File: config.mk
export PLATFORM = sky130hd
export DESIGN_NAME = float_copro_dispatch
export DESIGN_NICKNAME = d
export VERILOG_FILES = /design/src/rtl/float_copro_pkg.sv /design/src/rtl/float_copro_dispatch_fifo.sv /design/src/rtl/float_copro_dispatch.sv
export SDC_FILE = /design/constraint.sdc
export NUM_CORES = 1
export LEC_CHECK = 0
export CAP_MARGIN = 25
export CELL_PAD_IN_SITES_DETAIL_PLACEMENT = 0
export CELL_PAD_IN_SITES_GLOBAL_PLACEMENT = 1
export CORE_MARGIN = 2
export CORE_UTILIZATION = 46
export CTS_CLUSTER_SIZE = 28
export DETAILED_ROUTE_END_ITERATION = 7
export HOLD_SLACK_MARGIN = 0.12
export PLACE_DENSITY = 0.82
export SLEW_MARGIN = 15
export SYNTH_ARGS = -nofsm -noshare
export SYNTH_HDL_FRONTEND = slang
export SYNTH_SLANG_ARGS = --single-unit
File: constraint.sdc
create_clock -name clk -period 3.5 [get_ports clk]
set_input_delay 0.7 -clock clk [delete_from_list [all_inputs] [get_ports clk]]
set_output_delay 0.7 -clock clk [all_outputs]
set_load 0.03 [all_outputs]
File: src/rtl/float_copro_pkg.sv
// Shared types and constants for the float coprocessor dispatch front-end.
package float_copro_pkg;

  localparam logic [10:0] OP_ADD = 11'd0;
  localparam logic [10:0] OP_SUB = 11'd1;
  localparam logic [10:0] OP_MUL = 11'd2;
  localparam logic [10:0] OP_MAX = 11'd2;

  localparam logic [31:0] QNAN = 32'h7FC0_0000;

  typedef enum logic [2:0] {
    FLUSH,
    IDLE,
    ISSUE,
    WAIT,
    ACK,
    RET
  } state_t;

  typedef struct packed {
    logic [10:0] opcode;
    logic [31:0] op0;
    logic [31:0] op1;
  } req_t;

  function automatic logic op_legal(input logic [10:0] op);
    return op <= OP_MAX;
  endfunction

endpackage

File: src/rtl/float_copro_dispatch_fifo.sv
// Request FIFO for the dispatch front-end: in-order, power-of-2 depth,
// synchronous clear on reset.
module copro_req_fifo
  import float_copro_pkg::*;
#(
  parameter int DEPTH = 4
) (
  input  logic clk,
  input  logic rst_n,
  input  logic push,
  input  logic pop,
  input  req_t wdata,
  output req_t rdata,
  output logic full,
  output logic empty
);

  localparam int AW = $clog2(DEPTH);

  req_t          mem [DEPTH];
  logic [AW-1:0] wp;
  logic [AW-1:0] rp;
  logic [AW:0]   cnt;
  logic          do_push;
  logic          do_pop;

  assign full    = cnt == (AW+1)'(DEPTH);
  assign empty   = cnt == '0;
  assign do_push = push && !full;
  assign do_pop  = pop && !empty;
  assign rdata   = mem[rp];

  always_ff @(posedge clk) begin
    if (!rst_n) begin
      wp  <= '0;
      rp  <= '0;
      cnt <= '0;
    end else begin
      if (do_push) wp <= wp + 1'b1;
      if (do_pop)  rp <= rp + 1'b1;
      cnt <= cnt + (AW+1)'(do_push) - (AW+1)'(do_pop);
    end
  end

  always_ff @(posedge clk) begin
    if (do_push) mem[wp] <= wdata;
  end

endmodule

File: src/rtl/float_copro_dispatch.sv
// Dispatch front-end between the CPU custom-instruction port and float_copro.
// Define DISPATCH_TIMEOUT_EN to add an 8-bit WAIT watchdog returning qNaN.
module float_copro_dispatch
  import float_copro_pkg::*;
#(
  parameter int DEPTH = 4,
  parameter int T_MAX = 8
) (
  input  logic        clk,
  input  logic        rst_n,
  input  logic        cpu_valid,
  output logic        cpu_ready,
  input  logic [10:0] cpu_opcode,
  input  logic [31:0] cpu_op0,
  input  logic [31:0] cpu_op1,
  output logic        res_valid,
  input  logic        res_ready,
  output logic [31:0] res_data,
  output logic        res_err,
  output logic        copro_valid,
  output logic [10:0] copro_opcode,
  output logic [31:0] copro_op0,
  output logic [31:0] copro_op1,
  input  logic        copro_complete,
  input  logic [31:0] copro_result,
  output logic        copro_accept
);

  localparam int FW = $clog2(T_MAX + 1);

  state_t        state_q, state_d;
  logic [FW-1:0] fcnt_q, fcnt_d;
  logic          rv_q, rv_d;
  logic          re_q, re_d;
  logic [31:0]   rd_q, rd_d;
  req_t          iss_q, iss_d;
  logic          acc_q;
  logic          push, pop, full, empty;
  req_t          head;
`ifdef DISPATCH_TIMEOUT_EN
  logic [7:0]    wd_q, wd_d;
`endif

  assign cpu_ready    = !full && (state_q != FLUSH);
  assign push         = cpu_valid && cpu_ready;
  assign copro_valid  = state_q == ISSUE;
  assign copro_opcode = iss_q.opcode;
  assign copro_op0    = iss_q.op0;
  assign copro_op1    = iss_q.op1;
  assign res_valid    = rv_q;
  assign res_err      = re_q;
  assign res_data     = rd_q;

  copro_req_fifo #(.DEPTH(DEPTH)) u_fifo (
    .clk   (clk),
    .rst_n (rst_n),
    .push  (push),
    .pop   (pop),
    .wdata ('{opcode: cpu_opcode, op0: cpu_op0, op1: cpu_op1}),
    .rdata (head),
    .full  (full),
    .empty (empty)
  );

  always_comb begin
    state_d      = state_q;
    fcnt_d       = fcnt_q;
    rv_d         = rv_q;
    re_d         = re_q;
    rd_d         = rd_q;
    iss_d        = iss_q;
    pop          = 1'b0;
    copro_accept = 1'b0;
`ifdef DISPATCH_TIMEOUT_EN
    wd_d         = wd_q;
`endif
    unique case (state_q)
      FLUSH: begin
        // copro has no reset: swallow any stale result it still holds
        copro_accept = copro_complete && !acc_q;
        if (rv_q && res_ready) begin
          rv_d = 1'b0;
          re_d = 1'b0;
        end
        fcnt_d = fcnt_q + 1'b1;
        if (fcnt_q == FW'(T_MAX - 1)) begin
          fcnt_d  = '0;
          state_d = rv_d ? RET : IDLE;
        end
      end
      IDLE: begin
        if (!empty && !copro_complete) begin
          pop = 1'b1;
          if (op_legal(head.opcode)) begin
            iss_d   = head;
            state_d = ISSUE;
          end else begin
            rv_d    = 1'b1;
            re_d    = 1'b1;
            rd_d    = '0;
            state_d = RET;
          end
        end
      end
      ISSUE: begin
        state_d = WAIT;
`ifdef DISPATCH_TIMEOUT_EN
        wd_d    = '0;
`endif
      end
      WAIT: begin
        if (copro_complete) begin
          copro_accept = 1'b1;
          rd_d         = copro_result;
          state_d      = ACK;
        end
`ifdef DISPATCH_TIMEOUT_EN
        else if (wd_q == 8'd255) begin
          rv_d    = 1'b1;
          re_d    = 1'b1;
          rd_d    = QNAN;
          fcnt_d  = '0;
          state_d = FLUSH;
        end else begin
          wd_d = wd_q + 8'd1;
        end
`endif
      end
      ACK: begin
        rv_d    = 1'b1;
        re_d    = 1'b0;
        state_d = RET;
      end
      RET: begin
        if (res_ready) begin
          rv_d    = 1'b0;
          re_d    = 1'b0;
          state_d = IDLE;
        end
      end
      default: state_d = FLUSH;
    endcase
    if (!rst_n) copro_accept = 1'b0;
  end

  always_ff @(posedge clk) begin
    if (!rst_n) begin
      state_q <= FLUSH;
      fcnt_q  <= '0;
      rv_q    <= 1'b0;
      re_q    <= 1'b0;
      rd_q    <= '0;
      iss_q   <= '0;
      acc_q   <= 1'b0;
`ifdef DISPATCH_TIMEOUT_EN
      wd_q    <= '0;
`endif
    end else begin
      state_q <= state_d;
      fcnt_q  <= fcnt_d;
      rv_q    <= rv_d;
      re_q    <= re_d;
      rd_q    <= rd_d;
      iss_q   <= iss_d;
      acc_q   <= copro_accept;
`ifdef DISPATCH_TIMEOUT_EN
      wd_q    <= wd_d;
`endif
    end
  end

endmodule

; ---- Word-level counts from Yosys, hierarchy flattened
; Memories as Yosys holds them, arrays and structs flattened. A register that Yosys moved wholly into a read port is not among the register bits.
; Index checks and enable logic that the tools add are counted.
[op_classes]
bitwise = 0
n_addsub = 5
eq_ne = 13
n_mul = 0
div_mod_pow = 0
shifts = 0
n_reduce_logical = 21
n_mux = 29
order_cmp = 1
[op_table]
columns = operator, count
row1 = $mux W32, 3
row2 = $pmux W32 S2, 1
row3 = $mux W3, 6
row4 = $pmux W3 S6, 1
row5 = $mux W1, 12
row6 = $ne A2 B2 Y1 const B, 6
row7 = $reduce_and A4 Y1, 3
row8 = $le A11 B2 Y1 const B, 1
row9 = $eq A3 B3 Y1 const B, 3
row10 = $pmux W1 S4, 2
row11 = $logic_and A1 B1 Y1, 7
row12 = $eq A3 B2 Y1 const B, 2
row13 = $logic_not A3 Y1, 2
row14 = $reduce_and A5 Y1, 1
row15 = $add A2 B1 Y2 const B, 2
row16 = $add A4 B1 Y4 const B, 1
row17 = $eq A4 B3 Y1 const B, 1
row18 = $logic_not A1 Y1, 4
row19 = $mux W2, 2
row20 = $mux W4, 1
row21 = $reduce_bool A4 Y1, 1
row22 = $add A3 B1 Y3, 1
row23 = $eq A3 B1 Y1 const B, 1
row24 = $reduce_and A3 Y1, 1
row25 = 4 further kinds, 4
[word_totals]
wordCells = 82
mem_count = 1
output_inout_bits = 112
register_bits = 124
rom_bits = 0
ram_bits = 300
latch_bits = 0
input_bits = 112
[memory_table]
columns = memory, words, width, read_ports, rd_ports_with_merged_regs, wr, line_no
row1 = u_fifo.mem, 4, 75, 1, 1, 1, float_copro_dispatch_fifo.sv:20  ; req_t mem [DEPTH];

; ---- Longest topological paths before layout
[logic_depth]
word_depth = 8
ltp_mapped = 10
depth_no_buf = 9

; ---- By module
; From an unflattened synthesis, not the netlist that was laid out.
[hier_totals]
cells_unflattened = 906
hier_area_um2 = 15748.9
[modules_own_cells]
columns = module, instances, area_each_um2, cells_each, seq_area_each_um2
row1 = copro_req_fifo, 1, 11298.3, 442, 9188.8
row2 = float_copro_dispatch, 1, 4450.5, 464, 2342.2

; ---- Worst setup path before layout
; Ideal clock, no wire load.
[synth_timing]
path_type = register to register
from = register state_q[2]
to = memory u_fifo.mem[1][0] in the netlist's numbering (enable)
synth_period_minus_slack_ns = 3.597
setup_ns = 0.442
required_time_ns = 3.058
t_arrival_ns = 3.155
path_slack_ns = -0.097
path_buffers = 1
path_stages_with_launch = 5
path_cell_list = dfxtp_1 -> buf_2 -> nor3_2 -> a31oi_1 -> and3_1
[synth_via]
elab_chain_cells = 6
[synth_rtl]
columns = item, line_no
row1 = from (decl), float_copro_dispatch.sv:31  ; state_t state_q, state_d;
row2 = from (signal assigned), float_copro_dispatch.sv:159  ; state_q <= state_d;
row3 = $reduce_bool A3 Y1, float_copro_dispatch.sv:44  ; assign cpu_ready = !full && (state_q != FLUSH);
row4 = $logic_and A1 B1 Y1, float_copro_dispatch.sv:44
row5 = net cpu_ready, float_copro_dispatch.sv:12  ; output logic cpu_ready,
row6 = $logic_and A1 B1 Y1, float_copro_dispatch.sv:45  ; assign push = cpu_valid && cpu_ready;
row7 = $logic_and A1 B1 Y1, float_copro_dispatch_fifo.sv:29  ; assign do_push = push && !full;
row8 = $mux W1, float_copro_dispatch_fifo.sv:46  ; if (do_push) mem[wp] <= wdata;
row9 = $mux W1 (not written as such), float_copro_dispatch_fifo.sv:46
row10 = to (decl), float_copro_dispatch_fifo.sv:20
; The timed path passes the listed nets, and every way through them passes these cells.

; ---- Final worst setup path
[layout_timing]
from = register state_q[2]
to = output cpu_ready
[layout_via]
elab_chain_cells = 2
[layout_rtl]
columns = item, line_no
row1 = $reduce_bool A3 Y1, float_copro_dispatch.sv:44
row2 = $logic_and A1 B1 Y1, float_copro_dispatch.sv:44
row3 = to (decl), float_copro_dispatch.sv:12
; No other way between the ends.

==> impl_metrics.tcl <==
set metrics [dict create \
    via_count 8437 \
    synth_seq_area_share_pct 73.6 \
    rows 67 \
    synthesis.area_um2 15700 \
    slowest_delay_ps 790 \
    synth_edf_count 300 \
    layout_commonest_cell "edfxtp_1" \
    period_share_pct 91.7 \
    worst-endpoint-required_ps 2800 \
    path_depth 3 \
    placed_cells 1544 \
    grt_antenna_before_repair 1 \
    die_x_um 189 \
    gr-total-overflow 0 \
    r2r_start "state_q[2]" \
    tightest_slew_ps 729 \
    ios 224 \
    p_seq_share_pct 48.8 \
    clock_path_buffers 3 \
    reg2reg_depth 8 \
    cts_resized 0 \
    synthArstFlopShare_pct 0 \
    powerDensity_nw_per_um2 608 \
    htree_levels 2 \
    mostFrequentLayoutCells "300 x edfxtp_1, 222 x clkdlybuf4s50_1, 147 x nand2_1" \
    numCtsBuffers 43 \
    clk_latency_ps 540 \
    instances_no_fill 1622 \
    slew_headroom_pct 51.4 \
    setup_violations 0 \
    dieArea_um2 35600 \
    crit_chain "nor3_2 > a31oi_1 > clkdlybuf4s50_1" \
    max-vdd-ir-drop_uv 416 \
    arrival_ps 2510 \
    drt_iter0_drc 454 \
    fmax_mhz 311 \
    dp_slack_ps 448 \
    ys_seq_elements 426 \
    multi_input_area_um2 3850 \
    drt_first_pass_iters 4 \
    clkPwrFrac_pct 39.4 \
    drv_slew 0 \
    fillerInstances 2525 \
    yosys_warnings 0 \
    status "completed" \
    period_needed_ps 3210 \
    nNetsFinal 1261 \
    switching_share_pct 22.2 \
    cts.reportedPaths.clkPinSlew_ps 60 \
    core-area_um2 33500 \
    finalSetupTns_ps 0 \
    p_leak_nw 6.55 \
    cp_num_buf_inv 1 \
    cpLargestDelayFamily "buffers and inverters" \
    routedWlPerCell_um 19.3 \
    crit_path_end_kind "output pin" \
    drv_cap 0 \
    cp-startpoint "state_q[2]" \
    synth_ff_type "edfxtp_1" \
    syn_nets 1026 \
    cp-start-kind "flop" \
    rsz0062_at_grt "no" \
    critical_path.slowest_cell "clkdlybuf4s50_1" \
    gp_congestion 0.745 \
    critical_path_class "reg2out" \
    antennaDiodeCount 0 \
    clock_sinks 426 \
    synth_cells 906 \
    ys_types 51 \
    p_comb_share_pct 11.8 \
    start_util_pct 46.8 \
    drc 0 \
    setup_ws_ps 289 \
    seq_area_um2 11500 \
    viasPerCell 5.20 \
    post_cts.repair.setup_buffers 0 \
    detail-route-antenna-nets 0 \
    track_usage_pct 17.6 \
    hp-class "reg2reg" \
    hold_buffers 0 \
    cts_tree "done" \
    skew_ps 22.6 \
    grt_max_degree 163 \
    root_buffer "clkbuf_16" \
    hold_viol 0 \
    grt_pass1_wl_um 49000 \
    drive_gt1_share_pct 14.1 \
    dp_hpwl_um 18700 \
    path_max_fanout 11 \
    grt_pass1_vias 8772 \
    cp-endpoint "cpu_ready" \
    dieHeight_um 189 \
    syn_to_final_growth_pct 27.1 \
    synth_area_per_cell_um2 17.3 \
    totalWireLength_um 31300 \
    switchingPower_w 0.00269 \
    p_int_w 0.00942 \
    r2r_end "u_fifo.cnt[2]" \
    numPortBuffers 223 \
    r2r_setup_slack_ps 880 \
]
==> Yosys cell counts, drive strengths merged (2+ instances only) <==
master	count	share of area, %
o22ai	4	0.16
nand2b	3	0.12
nor2	9	0.26
and2	13	0.52
edfxtp	300	57
clkbuf	29	0.69
nand3	3	0.096
and3	13	0.52
xnor2	5	0.28
a31oi	2	0.080
nor2b	4	0.16
dfxtp	126	16
or3	2	0.080
or4b	4	0.26
buf	23	1.2
ha	7	0.56
inv	6	0.14
a22o	32	1.8
nor3	3	0.13
o21ai	5	0.18
or4	3	0.14
mux2i	70	4.5
a21oi	6	0.19
mux4	67	9.6
nand2	147	3.5
a21boi	2	0.096
==> kinds of logic after synthesis <==
logic type | synth area share, %
and+or+nand+nor | 6.12
adders and majority gates | 0.686
buffers and inverters | 2.04
AOI/OAI and AO/OA | 3.18
DFF | 73.6
muxes | 14.1
xor gates and xnor gates | 0.335
==> through the flow <==
stage	hold WS, ps	cell area (um2)	utilization [%]	power (W)
2_1_floorplan	449	15700	-	0.00697
3_3_place_gp	442	18400	55.0	0.00744
3_5_place_dp	446	18400	55.0	0.00747
4_1_cts	457	19900	59.4	0.0122
5_1_grt	472	19900	59.4	0.0126
6_report	454	19900	59.4	0.0121
==> registers in the layout (all words and copies together) (netlist names), named ones only <==
register / cells
res_err: 1
u_fifo.mem: 300
state_q: 3
copro_opcode: 11
u_fifo.wp: 2
u_fifo.rp: 2
acc_q: 1
u_fifo.cnt: 3
copro_op1: 32
res_valid: 1
copro_op0: 32
fcnt_q: 4
res_data: 32
==> how the worst min path moves through the flow <==
stage	slack, ps	startpoint	cells after the start	end
floorplan	450	fcnt_q[3]	2	fcnt_q[3]
global placement	440	copro_op0[31]	2	copro_op0[31]
detailed placement	450	copro_op1[30]	2	copro_op1[30]
CTS	460	copro_opcode[0]	2	copro_opcode[0]
global route	470	copro_op0[5]	2	copro_op0[5]
finish	450	copro_opcode[0]	2	copro_opcode[0]
==> worst min-delay path: cells and delay by family (launching register included) <==
kind | cells | cell delay [ps]
and+or+nand+nor | 1 | 50
DFF | 1 | 310
muxes | 1 | 50
==> routing by layer <==
metal  vias up  share of wire, %  GRT usage, %
met1      4220                42          22.6
met5         -                 0             0
met3        42               6.5          4.43
met4         0               1.7          4.36
li1       3936                 -             -
met2       239                50          30.2
==> power groups by stage <==
stage	Combinational (W)	Clock (W)	Sequential, W
2_1_floorplan	0.000988	0	0.00598
3_3_place_gp	0.00144	0	0.00600
3_5_place_dp	0.00145	0	0.00602
4_1_cts	0.00146	0.00486	0.00592
5_1_grt	0.00158	0.00508	0.00594
6_report	0.00143	0.00477	0.00591
==> area by class of cell <==
cell class	count	share of cell area (%)
timing repair buffer	242	12.3
clock buffer	60	6.13
clock inverter	18	1.38
tap	448	2.81
inverter	6	0.113
sequential	426	57.9
multi-input combinational	422	19.3
Note: power is estimated with default switching activity, not from simulation.
